### src/rtl/enigma_key_io.sv
// Keyboard/lampboard sequencer for the rotor scrambler: one timed one-hot press
// per accepted letter, then lamp decode with error flags onto a result stream.
//
// state   | meaning
// IDLE    | waiting for a letter; result register may still be pending
// PRESS   | key held on the scrambler for SETTLE cycles, lamps sampled on the last
// RELEASE | key released for GAP cycles so the next press is a fresh edge
module enigma_key_io #(
    parameter int SETTLE = 2,
    parameter int GAP    = 1
) (
    input  logic        clk,
    input  logic        reset,
    input  logic        in_valid,
    output logic        in_ready,
    input  logic [4:0]  in_letter,
    output logic [25:0] key_out,
    input  logic [25:0] lamp_in,
    output logic        out_valid,
    input  logic        out_ready,
    output logic [4:0]  out_letter,
    output logic        out_err,
    output logic [15:0] press_count
);

    localparam int CNT_MAX = (SETTLE > GAP) ? SETTLE : GAP;
    localparam int CW      = $clog2(CNT_MAX + 1);

    typedef enum logic [1:0] {IDLE, PRESS, RELEASE} state_t;

    state_t        state, state_nxt;
    logic [CW-1:0] cnt, cnt_nxt;
    logic [4:0]    letter;
    logic          accept, legal, cnt_done, capture;
    logic [4:0]    lamp_idx;
    logic          lamp_err;

    assign in_ready = (state == IDLE) && (!out_valid || out_ready);
    assign accept   = in_valid && in_ready;
    assign legal    = (in_letter <= 5'd25);
    assign cnt_done = (cnt == '0);

    always_comb begin
        state_nxt = state;
        cnt_nxt   = cnt;
        capture   = 1'b0;
        case (state)
            IDLE: begin
                if (accept && legal) begin
                    state_nxt = PRESS;
                    cnt_nxt   = CW'(SETTLE - 1);
                end
            end
            PRESS: begin
                if (cnt_done) begin
                    state_nxt = RELEASE;
                    cnt_nxt   = CW'(GAP - 1);
                    capture   = 1'b1;
                end else begin
                    cnt_nxt = cnt - CW'(1);
                end
            end
            RELEASE: begin
                if (cnt_done) state_nxt = IDLE;
                else          cnt_nxt   = cnt - CW'(1);
            end
            default: state_nxt = IDLE;
        endcase
    end

    // Lowest set lamp wins; a dark board decodes to 31 and is always an error.
    always_comb begin
        lamp_idx = 5'd31;
        for (int i = 25; i >= 0; i--) begin
            if (lamp_in[i]) lamp_idx = 5'(i);
        end
        lamp_err = ($countones(lamp_in) != 1) || (lamp_idx == letter);
    end

    always_ff @(posedge clk) begin
        if (reset) begin
            state       <= IDLE;
            cnt         <= '0;
            letter      <= '0;
            key_out     <= '0;
            out_valid   <= 1'b0;
            out_letter  <= '0;
            out_err     <= 1'b0;
            press_count <= '0;
        end else begin
            state <= state_nxt;
            cnt   <= cnt_nxt;

            if (accept && legal) begin
                letter      <= in_letter;
                key_out     <= 26'(1) << in_letter;
                press_count <= press_count + 16'd1;
            end else if (capture) begin
                key_out <= '0;
            end

            // A fresh result overrides a handshake in the same cycle.
            if (capture) begin
                out_valid  <= 1'b1;
                out_letter <= lamp_idx;
                out_err    <= lamp_err;
            end else if (accept && !legal) begin
                out_valid  <= 1'b1;
                out_letter <= 5'd31;
                out_err    <= 1'b1;
            end else if (out_valid && out_ready) begin
                out_valid <= 1'b0;
            end
        end
    end

endmodule
### config.mk
export PLATFORM = sky130hd
export DESIGN_NAME = enigma_key_io
export DESIGN_NICKNAME = d
export VERILOG_FILES = /design/src/rtl/enigma_key_io.sv
export SDC_FILE = /design/constraint.sdc
export NUM_CORES = 1
export LEC_CHECK = 0
export ABC_AREA = 0
export BUFFER_PORTS_ARGS = -buffer_cell sky130_fd_sc_hd__buf_2
export CELL_PAD_IN_SITES_DETAIL_PLACEMENT = 1
export CELL_PAD_IN_SITES_GLOBAL_PLACEMENT = 1
export CORE_ASPECT_RATIO = 0.5
export CORE_MARGIN = 5
export CORE_UTILIZATION = 36
export DETAILED_ROUTE_END_ITERATION = 12
export GPL_TIMING_DRIVEN = 0
export PLACE_DENSITY_LB_ADDON = 0.1
export SYNTH_ARGS = -nofsm -noshare
export SYNTH_HDL_FRONTEND = slang
export SYNTH_SLANG_ARGS = --single-unit
### constraint.sdc
create_clock -name clk -period 5.74 [get_ports clk]
set_input_delay 1.148 -clock clk [delete_from_list [all_inputs] [get_ports clk]]
set_output_delay 1.148 -clock clk [all_outputs]
set_load 0.03 [all_outputs]
# Word level (Yosys, flattened, before mapping)
# Index checks and enable logic that the tools add are counted.
# Widths: inputs -> output; s select.
# word_totals
latch_bits,0
elab_cells,106
ff_bits,58
n_memories,0
ram_bits,0
in_bits,35
output_inout_bits,50
mem_bits_ro,0
# classes
div,0
mul,0
magnitude_cmp,1
n_bitwise,0
reduce_logical,17
eq_ne,8
muxes,44
n_addsub,27
n_shift,1
# ops
operator,n
$mux 5,27
$mux 26,2
$add 1x1->2,13
$shl 1x5->26 const A,1
$add 2x2->3,6
$add 16x1->16 const B,1
$add 3x3->4,3
$pmux 2 s3,2
$mux 2,5
$mux 1,7
$add 5x5->6,1
$ne 2x2->1 const B,3
$ne 6x1->1 const B,1
$reduce_and 3->1,2
$reduce_bool 3->1,2
$add 4x2->5,1
$add 4x4->5,1
$eq 5x5->1,1
$le 5x5->1 const B,1
$logic_and 1x1->1,5
$logic_not 2->1,2
$reduce_bool 2->1,2
$mux 3,1
$eq 2x1->1 const B,1
other kinds (5),7

# Logic depth before layout (Yosys ltp)
# depth
depth_word,29
ltp_mapped,17
depth_no_buf,17

# Least setup slack after synthesis
# OpenSTA, ideal clock, no wires.
# synth_timing
path_kind,input-to-reg
start,input port lamp_in[11]
end,register out_err
slack_ns,0.338
required_ns,5.619
arrival_ns,5.281
path_buffers,0
setup_time_ns,0.121
cell_stages,16
path_cell_list,fa_1 -> inv_1 -> fa_1 -> inv_1 -> fa_1 -> fa_1 -> inv_1 -> fa_1 -> fa_1 -> inv_1 -> ha_1 -> inv_1 -> fa_1 -> nor4b_1 -> a311o_1 -> o31ai_2
# synth_via
elab_chain_cells,15
elab_cells_between_ends,21
classes_between,add/sub (5); eq/ne (2); mux (13); reduce/logical (1)
# synth_lines
element,line_no,rtl
from (decl),18,"input logic [25:0] lamp_in,"
"parallel branches: the longest is 13 deep, another holds $add 5x5->6",--,
$logic_or 1x1->1 (*),77,lamp_err = ($countones(lamp_in) != 1) || (lamp_idx == letter);
$mux 1 (*),103,if (capture) begin
to (signal assigned),106,out_err <= lamp_err;
to (decl),22,"output logic out_err,"
# Every way passes the cells marked *.
# A chain may end at the register's enable or synchronous reset.

# Final worst setup path
# Same ends and word-level chain as after synthesis.

==> qor.yml <==
status: "finished clean"
worstSetupEndpointType: "flop"
antenna_found_initial: 0
synth_nets: 476
fin_skew_ns: 0.004084
synth.area.top_cells: "dfxtp_1 (33%), fa_1 (10%), nor2_1 (6.7%)"
final_util_pct: 46.53
drive_above_1_share_pct: 23.81
vias_per_cell: 5.119
worstMarginPinSlew_ns: 0.9039
p_leak_nw: 1.965
syn_avg_cell_area_um2: 8.607
final_nets: 570
first_global_vias: 3421
placementRows: 25
design_area_um2: 4395
track_usage_pct: 18.06
rsz0062_at_grt: "false"
post_dp_cell_area_um2: 4070
maxCapViolCount: 0
power_density_nw_per_um2: 404.4
die_w_um: 149.2
vias: 3271
path_max_fanout: 7
ios: 85
hp-class: "reg2reg"
cts_buffers: 9
grt_first_pass_wirelength_mm: 16.96
cts.htree.levels: 3
ys_types: 55
fin_crit_sh_pct: 95.26
intPower_mw: 1.113
yosys_warnings: 0
combPwrFrac_pct: 41.3
vdd.ir_drop.worst_mv: 0.2131
synth_edf_count: 0
firstDrtPassIters: 4
arrival_ns: 5.68
syn-instance-count: 405
ys_ff_latch: 58
clock_path_buffers: 2
netSwitchingPower_mw: 0.6652
slew_headroom_pct: 38.18
critPathLaunchType: "input port"
post_cts_buffers: 0
clk_pin_slew_ns: 0.05
layout_common_cells: "buf_2 (88), nor2_1 (62), dfxtp_1 (58)"
criticalPathCategory: "in2reg"
mappedNetlistArea_um2: 3486
yosysTopAreaCellShare_pct: 33.31
drt_iter0_drc: 114
dpl.hpwl_mm: 8.170
final_antenna_net_count: 0
overflow: 0
yosysTopAreaCell: "dfxtp_1"
clk_latency_ns: 0.33
setup_viol: 0
p_seq_share_pct: 26.6
final_common_cell: "buf_2"
grt_max_degree: 12
seq_area_frac_synth_pct: 33.31
die_h_um: 79.58
avgRoutedWirePerCell_um: 16.21
clock_sinks: 58
port_buffers: 83
globalplace.congestion: 0.8493
route.detailed.drc: 0
finalCriticalPeriod_ns: 5.468
hold_viol: 0
start_util_pct: 36.90
worst_ep_required_time_ns: 5.96
cts_root_buf: "clkbuf_16"
clock_power_share_pct: 32.0
antenna_cells: 0
cts_tree: "yes"
core_um2: 9447
synth_ff_type: "dfxtp_1"
synthArstFlopShare_pct: 0
routed_wl_mm: 10.36
fmax_mhz: 182.9
fillCellCount: 1173
finalMaxSlewViolations: 0
sw_frac_of_total_pct: 37.42
dieArea_um2: 11870
syn_to_final_growth_pct: 26.09
logic make-up (layout without fill, tap and decap cells):
logic type / after synthesis / in the layout / share of synthesized area, %
AOI/OAI and AO/OA: 84 / 84 / 17.30
xor gates and xnor gates: 11 / 11 / 2.764
adders and majority gates: 36 / 36 / 16.80
buffers and inverters: 59 / 158 / 6.533
DFF: 58 / 58 / 33.31
muxes: 2 / 2 / 0.5743
and+or+nand+nor: 155 / 155 / 22.72
what timing repair did:
item | 4_1_cts | 5_1_grt
resized for setup | 0 | 1
hold buffers | 0 | 0
endpoints found under the setup margin | 0 | 1
synth_stat cells (all sizes together), types with 6 or more instances:
cell type and n:
a22oi 24, nand4 8, or3 7, nor2 62
clkbuf 7, ha 18, inv 47, fa 18
nor4 7, nand2 25, dfxtp 58, o21ai 11
xnor2 6, nand3 8, a21oi 21, nor3 10
path summary, 6_finish.rpt:
| check | startpoint | end | slack [ns] | cells after the start |
|---|---|---|---|---|
| worst max-delay path | lamp_in[11] | out_err | 0.27 | 17 |
| worst max register to register | state[0] | key_out[11] | 3.54 | 9 |
| worst min-delay path | key_out[24] | key_out[24] | 0.47 | 2 |
| worst min register to register | key_out[24] | key_out[24] | 0.47 | 2 |
state kept, by name, summed over array words and instances (netlist names):
register / count
cnt: 2
key_out: 26
letter: 5
out_err: 1
out_letter: 5
out_valid: 1
press_count: 16
state: 2
power groups by stage:
| stage | clock network [mW] | registers (mW) | logic (mW) |
|---|---|---|---|
| finish | 0.570 | 0.473 | 0.735 |
| detailed placement | 0 | 0.482 | 0.740 |
| CTS | 0.582 | 0.474 | 0.745 |
| global placement | 0 | 0.481 | 0.722 |
| floorplan | 0 | 0.530 | 0.476 |
| global route | 0.601 | 0.478 | 0.853 |
metrics by stage:
stage          worst slack (ns)  power (mW)  setup TNS [ns]  hold slack [ns]  cells
5_1_grt                 0.07644       1.931               0           0.4876    639
3_3_place_gp            -0.2062       1.203         -0.2062           0.4606    623
4_1_cts                  0.1109       1.801               0           0.4717    639
6_report                 0.2718       1.778               0           0.4675    639
3_5_place_dp            -0.2100       1.222         -0.2100           0.4620    623
2_1_floorplan            0.3378       1.006               0           0.4488    405
cell type report:
type	count	area, um^2	share of cell area (%)
inverters	47	176.4	4.014
clock buffers	9	225.2	5.124
multi-input cells	288	2103	47.85
flip-flops and latches	58	1161	26.42
repair buffers	83	415.4	9.451
clock inverters	7	93.84	2.135
plain buffers	12	51.30	1.167
well taps	135	168.9	3.843
metal layers:
layer	GRT usage, %	up-vias	wire length (um)
li1	-	1601	-
met1	23.35	1588	5071
met2	29.97	74	4637
met3	4.821	8	580
met4	5.023	0	71
met5	0	-	0
critical path, stage by stage:
cell,delay [ns]
buf_2,0.15
fa_1,0.54
inv_1,0.06
fa_1,0.48
inv_1,0.05
fa_1,0.45
fa_1,0.53
inv_1,0.06
fa_1,0.50
fa_1,0.41
inv_1,0.07
ha_1,0.15
inv_1,0.05
fa_1,0.47
nor4b_2,0.24
a311o_1,0.24
o31ai_2,0.06
Power figures use the tool's default switching activity.
